### src/rtl/shift_add_mult_ctrl_if.sv
// Handshake and command bundle between the shift-and-add multiplier controller,
// its host and its datapath.
//   start, abort   : host -> controller commands
//   mplr_bit       : datapath -> controller, current multiplier LSB
//   load_ops       : load multiplicand/multiplier registers
//   init_acc       : clear the accumulator
//   load_acc       : acc <= acc + multiplicand
//   shift_en       : shift the accumulator/multiplier pair right by one
//   busy, done     : status back to the host
//   iter_count     : completed shift iterations
// master = host/datapath side, slave = controller side.
interface shift_add_mult_ctrl_if #(
    parameter int unsigned BIT_WIDTH = 16,
    parameter int unsigned CNT_W     = $clog2(BIT_WIDTH + 1)
);
    logic             start;
    logic             abort;
    logic             mplr_bit;
    logic             load_ops;
    logic             init_acc;
    logic             load_acc;
    logic             shift_en;
    logic             busy;
    logic             done;
    logic [CNT_W-1:0] iter_count;

    modport master (
        output start, abort, mplr_bit,
        input  load_ops, init_acc, load_acc, shift_en, busy, done, iter_count
    );

    modport slave (
        input  start, abort, mplr_bit,
        output load_ops, init_acc, load_acc, shift_en, busy, done, iter_count
    );
endinterface

### src/rtl/shift_add_mult_ctrl.sv
// Control FSM for a sequential shift-and-add multiplier.
// Sequence: IDLE -> LOAD -> (ADD -> SHIFT) x BIT_WIDTH -> DONE -> IDLE.
// Ports:
//   clk   : clock, rising edge
//   rst_n : asynchronous active-low reset
//   bus   : shift_add_mult_ctrl_if.slave (start/abort/mplr_bit in; datapath
//           commands, busy/done status and iter_count out)
// All outputs except load_acc are registered decodes of the state; load_acc
// additionally gates the registered ADD flag with the live multiplier LSB.
module shift_add_mult_ctrl #(
    parameter  int unsigned BIT_WIDTH = 16,
    localparam int unsigned CNT_W     = $clog2(BIT_WIDTH + 1)
) (
    input logic                   clk,
    input logic                   rst_n,
    shift_add_mult_ctrl_if.slave  bus
);

    typedef enum logic [2:0] {
        StIdle  = 3'd0,
        StLoad  = 3'd1,
        StAdd   = 3'd2,
        StShift = 3'd3,
        StDone  = 3'd4
    } state_e;

    state_e           state_q, state_d;
    logic [CNT_W-1:0] iter_q, iter_d;
    logic             load_ops_q, init_acc_q, add_q, shift_en_q, busy_q, done_q;
    logic             last_shift;

    assign last_shift = (iter_q == CNT_W'(BIT_WIDTH - 1));

    always_comb begin
        state_d = StIdle;
        iter_d  = iter_q;
        case (state_q)
            StIdle:  state_d = bus.start ? StLoad : StIdle;
            StLoad: begin
                state_d = StAdd;
                iter_d  = '0;
            end
            StAdd:   state_d = StShift;
            StShift: begin
                iter_d  = iter_q + CNT_W'(1);
                state_d = last_shift ? StDone : StAdd;
            end
            StDone:  state_d = StIdle;
            default: state_d = StIdle;  // unused encodings recover to IDLE
        endcase
        // Abort wins over everything; the count is frozen where it stood.
        if (bus.abort) begin
            state_d = StIdle;
            iter_d  = iter_q;
        end
    end

    // Output flags are registered from the next state so they always match
    // the decode of state_q in the same cycle.
    always_ff @(posedge clk or negedge rst_n) begin
        if (!rst_n) begin
            state_q    <= StIdle;
            iter_q     <= '0;
            load_ops_q <= 1'b0;
            init_acc_q <= 1'b0;
            add_q      <= 1'b0;
            shift_en_q <= 1'b0;
            busy_q     <= 1'b0;
            done_q     <= 1'b0;
        end else begin
            state_q    <= state_d;
            iter_q     <= iter_d;
            load_ops_q <= (state_d == StLoad);
            init_acc_q <= (state_d == StLoad);
            add_q      <= (state_d == StAdd);
            shift_en_q <= (state_d == StShift);
            busy_q     <= (state_d != StIdle);
            done_q     <= (state_d == StDone);
        end
    end

    assign bus.load_ops   = load_ops_q;
    assign bus.init_acc   = init_acc_q;
    assign bus.load_acc   = add_q & bus.mplr_bit;
    assign bus.shift_en   = shift_en_q;
    assign bus.busy       = busy_q;
    assign bus.done       = done_q;
    assign bus.iter_count = iter_q;

endmodule

### src/flat_wrapper.sv
// flat-port wrapper written by rule: the top's interface ports become plain ports
module shift_add_mult_ctrl_flat 
#(
    parameter  int unsigned BIT_WIDTH = 16,
    localparam int unsigned CNT_W     = $clog2(BIT_WIDTH + 1)
)
  (clk, rst_n, bus_start, bus_abort, bus_mplr_bit, bus_load_ops, bus_init_acc, bus_load_acc, bus_shift_en, bus_busy, bus_done, bus_iter_count);
  shift_add_mult_ctrl_if #(.BIT_WIDTH(BIT_WIDTH)) bus_i ();
  input logic clk;
  input logic rst_n;
  input wire logic [$bits(bus_i.start)-1:0] bus_start;
  input wire logic [$bits(bus_i.abort)-1:0] bus_abort;
  input wire logic [$bits(bus_i.mplr_bit)-1:0] bus_mplr_bit;
  output wire logic [$bits(bus_i.load_ops)-1:0] bus_load_ops;
  output wire logic [$bits(bus_i.init_acc)-1:0] bus_init_acc;
  output wire logic [$bits(bus_i.load_acc)-1:0] bus_load_acc;
  output wire logic [$bits(bus_i.shift_en)-1:0] bus_shift_en;
  output wire logic [$bits(bus_i.busy)-1:0] bus_busy;
  output wire logic [$bits(bus_i.done)-1:0] bus_done;
  output wire logic [$bits(bus_i.iter_count)-1:0] bus_iter_count;
  assign bus_i.start = bus_start;
  assign bus_i.abort = bus_abort;
  assign bus_i.mplr_bit = bus_mplr_bit;
  assign bus_load_ops = bus_i.load_ops;
  assign bus_init_acc = bus_i.init_acc;
  assign bus_load_acc = bus_i.load_acc;
  assign bus_shift_en = bus_i.shift_en;
  assign bus_busy = bus_i.busy;
  assign bus_done = bus_i.done;
  assign bus_iter_count = bus_i.iter_count;
  shift_add_mult_ctrl #(.BIT_WIDTH(BIT_WIDTH)) u_core (.clk(clk), .rst_n(rst_n), .bus(bus_i));
endmodule
### config.mk
export PLATFORM = sky130hd
export DESIGN_NAME = shift_add_mult_ctrl_flat
export DESIGN_NICKNAME = d
export VERILOG_FILES = /design/src/rtl/shift_add_mult_ctrl_if.sv /design/src/rtl/shift_add_mult_ctrl.sv /design/src/flat_wrapper.sv
export SDC_FILE = /design/constraint.sdc
export NUM_CORES = 1
export LEC_CHECK = 0
export BUFFER_PORTS_ARGS = -buffer_cell sky130_fd_sc_hd__buf_2
export CAP_MARGIN = 40
export CORE_MARGIN = 2
export CORE_UTILIZATION = 43
export CTS_CLUSTER_DIAMETER = 120
export DETAILED_ROUTE_END_ITERATION = 8
export GPL_ROUTABILITY_DRIVEN = 0
export MAX_ROUTING_LAYER = met4
export PLACE_DENSITY = 0.75
export SYNTH_ARGS = -nofsm -noshare
export SYNTH_HDL_FRONTEND = slang
export SYNTH_SLANG_ARGS = --single-unit
### constraint.sdc
create_clock -name clk -period 1.4 [get_ports clk]
set_clock_uncertainty 0.05 [all_clocks]
set_input_delay 0.21 -clock clk [delete_from_list [all_inputs] [get_ports clk]]
set_output_delay 0.21 -clock clk [all_outputs]
set_load 0.05 [all_outputs]
==> parameters.txt, run 1 <==
Parameter                              Value

Cells and area
  Share of final-layout standard cells stronger than drive strength 1 ... 48.6%
  Net count of the finished layout ... 80
  Design Area, Final ... 763 µm²
  Area delta synth->final ... 33.5%
  Finished Layout Cells ... 87
  Number of antenna diodes ... 0

Power and ir drop
  Pwr/cell area ... about 1000 nW/µm²
  Static Leakage ... approximately 0.38 nW
  Worst vdd ir ... roughly 630 µV

Logic synthesis
  Most instantiated flip-flop cell in the synthesis netlist ... sky130_fd_sc_hd__dfrtp_1
  EDFF count, synth ... 0
  Synthesis warning total ... 0
  Synthesized area divided by synthesized cell count ... approximately 12 µm²
  Cell accounting for the most synthesized area ... sky130_fd_sc_hd__dfrtp_1
  Share of synthesized flip-flops with an asynchronous set or reset ... 100%
  Fraction of the yosys area taken by sequential cells ... between 50% and 60%
  Top area cells in the synthesized netlist ... sky130_fd_sc_hd__dfrtp_1, sky130_fd_sc_hd__ha_1, sky130_fd_sc_hd__o21ai_0
  Post-synth net total ... 56
  Count of distinct cell types in the synthesized netlist ... 23
  Synth Cell Area ... around 570 µm²
  Gate count after technology mapping ... 49
  Most frequent cells after synthesis ... sky130_fd_sc_hd__dfrtp_1, sky130_fd_sc_hd__o21ai_0, sky130_fd_sc_hd__nand2_1
  Post-synthesis register bit count ... 13
  Area share of the leading cell type in the synthesized netlist ... between 50% and 60%
  Most common cell in the netlist ... sky130_fd_sc_hd__dfrtp_1

Flow run
  Max_cap viols ... 0

Clocking
  CTS H-tree lvls ... 1
  Resized Gates After CTS ... 0
  CTS clock-pin slew for the worst setup and hold paths ... roughly 0.080 ns
  Number of clock buffers inserted by TritonCTS ... 3
  Clock latency on the worst-skew pair ... approximately 0.28 ns
  Max Buffers Root-to-Sink ... 2
  Cell at the root of the clock tree ... sky130_fd_sc_hd__clkbuf_4
  # clock sinks ... 13
  Clock tree from TritonCTS ... built

STA
  Endpoints failing hold ... 0
  Worst-margin pin slew ... about 0.41 ns
  Period Utilization, post-route ... 97.7%
  Final min period ... 1.37 ns
  Setup repair after global routing missed its margin ... true
  Fmax achieved ... 0.731 GHz
  Worst hold margin ... around 0.13 ns
  Relative slew slack ... between 70% and 80%
  Setup violations, final ... 0
  Final max-slew violation count ... 0

Global route
  Global-route wire length before repair ... 1600 µm
  Maximum number of pins on one net before global-route repair ... 16
  Gr ovfl total ... 0
  Number of global-route vias before repair ... about 360
  Total Routing Usage GR ... 15.8%
  Initial antenna violation count ... 0

Place
  HPWL after DPL ... around 750 µm
  Placed standard-cell area ... a little over 700 µm²
  Count of buffers from port buffering ... 15
  Placed instance count ... 80

Critical path
  Worst Setup Start Kind ... flop
  Crit path arrival time ... between 1 and 1.5 ns
  Worst Setup End Kind ... flop
  Cell count of the worst reg-to-reg path ... 5
  Required @ worst endpoint ... ~1.5 ns
  End of the critical path ... u_core.bus.iter_count[4]$_DFFE_PN0P_
  Capture instance of the worst register-to-register path ... u_core.bus.iter_count[4]$_DFFE_PN0P_
  Register-to-register path setup slack ... between 0.03 and 0.04 ns
  Reg-to-Reg Start ... u_core.bus.iter_count[0]$_DFFE_PN0P_
  Path type of the worst setup path ... reg -> reg
  Max FO, Critical Path ... 4
  Worst setup startpoint ... u_core.bus.iter_count[0]$_DFFE_PN0P_

Floorplan
  Die Height ... a little over 40 µm
  CORE AREA ... 1270 µm²
  Die W ... 40.5 µm
  I/O pins ... 16
  Starting utilization of the core area ... 45.1%
  Die area ... approximately 1600 µm²
  Cell Rows ... 13

Detailed routing
  Total wirelength of the detailed-routed design ... 1090 µm
  Starting DRT DRC Count ... 1
  Post-route DRC violation count ... 0
  Per-cell routed wire length ... roughly 13 µm
  Per-cell via count in the routed design ... ~5.1
  Number of detailed-routing iterations run before antenna repair ... 2
  Routed vias ... roughly 440
  Count of antenna-violating nets left after detailed routing ... 0

Outcome
  Status ... complete, no violations

Min path
  Worst hold start ... bus_start
  Min-Delay Path Class ... in -> reg
[registers in the layout, indices dropped and copies added, names as in the netlist]
register / cells
u_core.bus.load_ops: 1
u_core.bus.busy: 1
u_core.state_q: 3
u_core.bus.iter_count: 5
u_core.add_q: 1
u_core.bus.shift_en: 1
u_core.bus.done: 1
[cells in the final DEF, fill, tap and decap left out, drive strengths merged]
master,instances
nor3b,1
ha,2
nand2,4
clkbuf,4
nor2b,1
nor4b,1
dlygate4sd3,1
o31ai,1
nor4,1
a31oi,1
inv,1
o21ai,5
o31a,1
a22oi,1
buf,20
and3,3
and4bb,1
nand3b,1
and2,2
dfrtp,13
nor2,2
or3b,1
a21oi,1
nand3,3
[worst min-delay path by stage]
stage | cells past startpoint | slack, ns | end
finish | 2 | 0.13 | u_core.bus.busy$_DFF_PN0_
global route | 2 | 0.13 | u_core.bus.busy$_DFF_PN0_
CTS | 2 | 0.12 | u_core.bus.busy$_DFF_PN0_
detailed placement | 1 | 0.06 | u_core.bus.done$_DFF_PN0_
global placement | 1 | 0.06 | u_core.bus.done$_DFF_PN0_
floorplan | 0 | -0.14 | u_core.add_q$_DFF_PN0_
[critical path, stage by stage (launching register included)]
cell,delay (ns)
sky130_fd_sc_hd__dfrtp_2,0.45
sky130_fd_sc_hd__ha_4,0.18
sky130_fd_sc_hd__and3_4,0.18
sky130_fd_sc_hd__ha_4,0.25
sky130_fd_sc_hd__nand3b_1,0.09
sky130_fd_sc_hd__o21ai_1,0.07
[timing repair]
action	CTS	global route
buffers inserted	0	2
setup endpoints to repair	0	1
hold endpoints to repair	13	0
hold buffers	1	0
[per-stage QoR]
step / setup TNS (ns) / power [mW] / util [%] / setup WS [ns]
2_1_floorplan: -0.0524 / 0.520 / - / -0.0524
3_3_place_gp: 0 / 0.561 / 56.1 / 0.0819
3_5_place_dp: 0 / 0.564 / 56.1 / 0.0603
4_1_cts: 0 / 0.801 / 59.0 / 0.0207
5_1_grt: -0.0147 / 0.838 / 60.2 / -0.0147
6_report: 0 / 0.798 / 60.2 / 0.0325
[final cells by class]
| cell class | instances | area [µm²] |
|---|---|---|
| Fill cell | 110 | 505 |
| Sequential cell | 13 | 330 |
| Multi-Input combinational cell | 33 | 262 |
| Timing Repair Buffer | 21 | 123 |
| Clock buffer | 4 | 26.3 |
| Tap cell | 15 | 18.8 |
| Inverter | 1 | 3.75 |
[cells by family after synthesis]
logic type / count (synthesis) / share of synthesized area [%]
and+or+nand+nor: 21 / 24.5
DFF: 13 / 56.9
AOI/OAI and AO/OA: 10 / 11.6
buffers and inverters: 3 / 2.63
adders and majority gates: 2 / 4.38
[per-layer routing]
layer | share of wire [%] | vias to the layer above | wire length (µm) | track usage (%)
met5 | 0 | - | 0 | -
met4 | 1.5 | 0 | 16 | 7.50
met3 | 3.7 | 2 | 40 | 5.00
met2 | 50 | 10 | 546 | 21.4
met1 | 45 | 208 | 489 | 21.0
li1 | - | 223 | - | -
[where the power goes]
group | switching [mW] | total (mW) | internal (mW) | leakage, nW
logic | 0.0976 | 0.148 | 0.0505 | 0.193
registers | 0.0226 | 0.418 | 0.395 | 0.170
clock network | 0.121 | 0.232 | 0.111 | 0.0150
Power figures use the tool's default switching activity.
==> inputs of run 2 (changes only) <==
CORE_MARGIN = not set   (was 2)
GPL_ROUTABILITY_DRIVEN = not set   (was 0)
==> run 2 against run 1 <==
  * Critical path depth did not move
  * Sequential share of layout area rose by 0.94 points
  * Flip-flop and latch count did not move
  * Power fell by 0.56%
  * Sequential power barely moved
  * First-iteration DRC count rose to 7.0 times the previous value
  * Worst setup slack got worse by 0.012 ns
  * Via count rose by 1.4%
==> parameters.txt, run 2 (synthesized netlist as in run 1, its figures left out) <==
Parameter                              Value

Cells and area
  Commonest cells after routing, fill and taps aside ... sky130_fd_sc_hd__buf_2, sky130_fd_sc_hd__dfrtp_1, sky130_fd_sc_hd__o21ai_0, sky130_fd_sc_hd__nand2_1, sky130_fd_sc_hd__dfrtp_2 (was sky130_fd_sc_hd__buf_2, sky130_fd_sc_hd__dfrtp_1, sky130_fd_sc_hd__buf_4)
  Area delta synth->final ... 30.6% (was 33.5%)
  Final core occ ... 63.8% (was 60.2%)
  Flip-flop count of the largest register, all copies and words added ... 5 (unchanged)
  Most frequent standard cell in the layout excluding fill and tap cells ... sky130_fd_sc_hd__buf_2 (unchanged)
  Design Area, Final ... 747 µm² (was 763 µm²)
  Net count of the finished layout ... 78 (was 80)
  Number of antenna diodes ... 0 (unchanged)
  Share of final-layout standard cells stronger than drive strength 1 ... 47.1% (was 48.6%)
  Finished Layout Cells ... 84 (was 87)

Floorplan
  Die Height ... 38.5 µm (was 40.5 µm)
  Die W ... 38.5 µm (was 40.5 µm)
  Die area ... 1480 µm² (was 1640 µm²)
  Starting utilization of the core area ... 48.8% (was 45.1%)
  I/O pins ... 16 (unchanged)
  Cell Rows ... 12 (was 13)
  CORE AREA ... 1170 µm² (was 1270 µm²)

Critical path
  Worst Setup Start Kind ... flop (unchanged)
  Register-to-register path setup slack ... 0.02 ns (was 0.03 ns)
  Delay of the slowest cell on the worst path ... 0.46 ns (was 0.45 ns)
  Cell count of the worst reg-to-reg path ... 5 (unchanged)
  Crit path arrival time ... 1.50 ns (was 1.49 ns)
  Worst Setup End Kind ... flop (unchanged)
  Path type of the worst setup path ... reg -> reg (unchanged)
  Cell Chain, Critical Path ... ha_4, and3_4, ha_4, nand3b_1, o21ai_1 (unchanged)
  Reg-to-Reg Start ... u_core.bus.iter_count[0]$_DFFE_PN0P_ (unchanged)
  Capture instance of the worst register-to-register path ... u_core.bus.iter_count[4]$_DFFE_PN0P_ (unchanged)
  Cell repeated most along the worst path ... sky130_fd_sc_hd__ha_4 (unchanged)
  Required @ worst endpoint ... 1.52 ns (about the same)
  Max FO, Critical Path ... 5 (was 4)
  Max stage delay cell, worst path ... sky130_fd_sc_hd__dfrtp_2 (unchanged)

Power and ir drop
  Pwr/cell area ... 1060 nW/µm² (was 1050 nW/µm²)
  Total design power ... 0.793 mW (was 0.798 mW)
  Logic pwr share ... 17.4% (was 18.6%)
  Sequential group share of total power ... 53.1% (was 52.4%)
  Static Leakage ... 0.367 nW (was 0.377 nW)
  Portion of total power attributed to the clock network ... 29.5% (was 29.1%)
  Internal ... 0.550 mW (was 0.556 mW)
  Switching power of the nets ... 0.243 mW (was 0.241 mW)
  Switching power as a share of total power ... 30.7% (was 30.3%)
  Worst vdd ir ... 580 µV (was 631 µV)

Detailed routing
  Total wirelength of the detailed-routed design ... 1090 µm (about the same)
  Per-cell routed wire length ... 13.0 µm (was 12.6 µm)
  Post-route DRC violation count ... 0 (unchanged)
  Per-cell via count in the routed design ... 5.35 (was 5.09)
  Count of antenna-violating nets left after detailed routing ... 0 (unchanged)
  Starting DRT DRC Count ... 7 (was 1)
  Routed vias ... 449 (was 443)
  Number of detailed-routing iterations run before antenna repair ... 4 (was 2)

Flow run
  Max_cap viols ... 0 (unchanged)

STA
  Relative slew slack ... 73.5% (was 72.8%)
  Final min period ... 1.38 ns (was 1.37 ns)
  Setup violations, final ... 0 (unchanged)
  Worst-margin pin slew ... 0.397 ns (was 0.408 ns)
  Period Utilization, post-route ... 98.6% (was 97.7%)
  Fmax achieved ... 0.725 GHz (was 0.731 GHz)
  Endpoints failing hold ... 0 (unchanged)
  Final max-slew violation count ... 0 (unchanged)
  Setup repair after global routing missed its margin ... true (unchanged)

Global route
  Total Routing Usage GR ... 20.4% (was 15.8%)
  Maximum number of pins on one net before global-route repair ... 16 (unchanged)
  Number of global-route vias before repair ... 435 (was 364)
  GR met2 Demand/Resource ... 29.2% (was 21.4%)
  Initial antenna violation count ... 0 (unchanged)
  Met3 track utilization from global routing ... 5.23% (was 5.00%)
  Global route hottest layer ... met2 (unchanged)
  Global-route wire length before repair ... 1900 µm (was 1600 µm)
  Met1 demand-to-capacity share in global routing ... 25.7% (was 21.0%)
  Gr ovfl total ... 0 (unchanged)

Place
  Count of buffers from port buffering ... 15 (unchanged)
  Routability cong. ... around 0.8
  Placed instance count ... 79 (was 80)
  Placed standard-cell area ... 711 µm² (was 712 µm²)

Clocking
  Max Buffers Root-to-Sink ... 2 (unchanged)
  Clock tree from TritonCTS ... built (unchanged)
  Number of clock buffers inserted by TritonCTS ... 3 (unchanged)
  CTS H-tree lvls ... 1 (unchanged)
  CTS clock-pin slew for the worst setup and hold paths ... 0.08 ns (about the same)
  # clock sinks ... 13 (unchanged)
  Resized Gates After CTS ... 0 (unchanged)
  Number of buffers inserted to repair setup after CTS ... 0 (unchanged)
  Clock latency on the worst-skew pair ... 0.28 ns (about the same)
  Cell at the root of the clock tree ... sky130_fd_sc_hd__clkbuf_4 (unchanged)

Min path
  Worst hold start ... bus_start (unchanged)
  Instance count along the most critical hold path ... 2 (unchanged)
  Min-Delay Path Class ... in -> reg (unchanged)
  Worst hold path endpoint ... u_core.bus.busy$_DFF_PN0_ (unchanged)

Outcome
  Status ... complete, no violations (unchanged)
## run 2: worst max path at each step
stage | to | slack (ns) | start
6_report | u_core.bus.iter_count[4]$_DFFE_PN0P_ | 0.02 | u_core.bus.iter_count[0]$_DFFE_PN0P_
5_1_grt | u_core.bus.iter_count[4]$_DFFE_PN0P_ | -0.01 | u_core.bus.iter_count[0]$_DFFE_PN0P_
4_1_cts | u_core.bus.iter_count[4]$_DFFE_PN0P_ | 0.01 | u_core.bus.iter_count[0]$_DFFE_PN0P_
3_5_place_dp | u_core.bus.iter_count[4]$_DFFE_PN0P_ | 0.03 | u_core.bus.iter_count[0]$_DFFE_PN0P_
3_3_place_gp | u_core.bus.iter_count[4]$_DFFE_PN0P_ | 0.08 | u_core.bus.iter_count[0]$_DFFE_PN0P_
2_1_floorplan | u_core.bus.iter_count[4]$_DFFE_PN0P_ | -0.05 | u_core.bus.iter_count[1]$_DFFE_PN0P_
## run 2: critical path: cells and delay by family, from the launching register on
kind                       cells  cell delay (ns)
DFF                            1             0.46
adders and majority gates      2             0.43
AOI/OAI and AO/OA              1             0.07
and+or+nand+nor                2             0.27
## run 2: per-layer routing
| layer | vias up | wire length (µm) |
|---|---|---|
| met4 | 0 | 23 |
| li1 | 218 | - |
| met1 | 217 | 514 |
| met5 | - | 0 |
| met2 | 10 | 511 |
| met3 | 4 | 41 |
## run 2: cell type report
cell class | instances | area, µm²
well taps | 14 | 17.5
clock buffers | 4 | 26.3
inverters | 1 | 3.75
fillers | 91 | 424
flip-flops and latches | 13 | 330
repair buffers | 19 | 108
multi-input cells | 33 | 262
## run 2: what timing repair did
item / in CTS / in global routing
hold buffers: 1 / 0
hold endpoints to repair: 13 / 0
endpoints found under the setup margin: 0 / 1
## run 2: through the flow
| stage | setup TNS (ns) | hold WS [ns] | setup WS [ns] |
|---|---|---|---|
| global route | -0.0122 | 0.124 | -0.0122 |
| global placement | 0 | 0.0565 | 0.0792 |
| floorplan | -0.0524 | -0.136 | -0.0524 |
| CTS | 0 | 0.118 | 0.0147 |
| finish | 0 | 0.119 | 0.0201 |
| detailed placement | 0 | 0.0596 | 0.0308 |
## run 2: power groups by stage
stage               clock network, mW  logic [mW]  registers [mW]
CTS                             0.236       0.140           0.420
detailed placement                  0       0.138           0.428
global placement                    0       0.139           0.424
floorplan                           0      0.0519           0.468
finish                          0.234       0.138           0.421
global route                    0.258       0.151           0.424
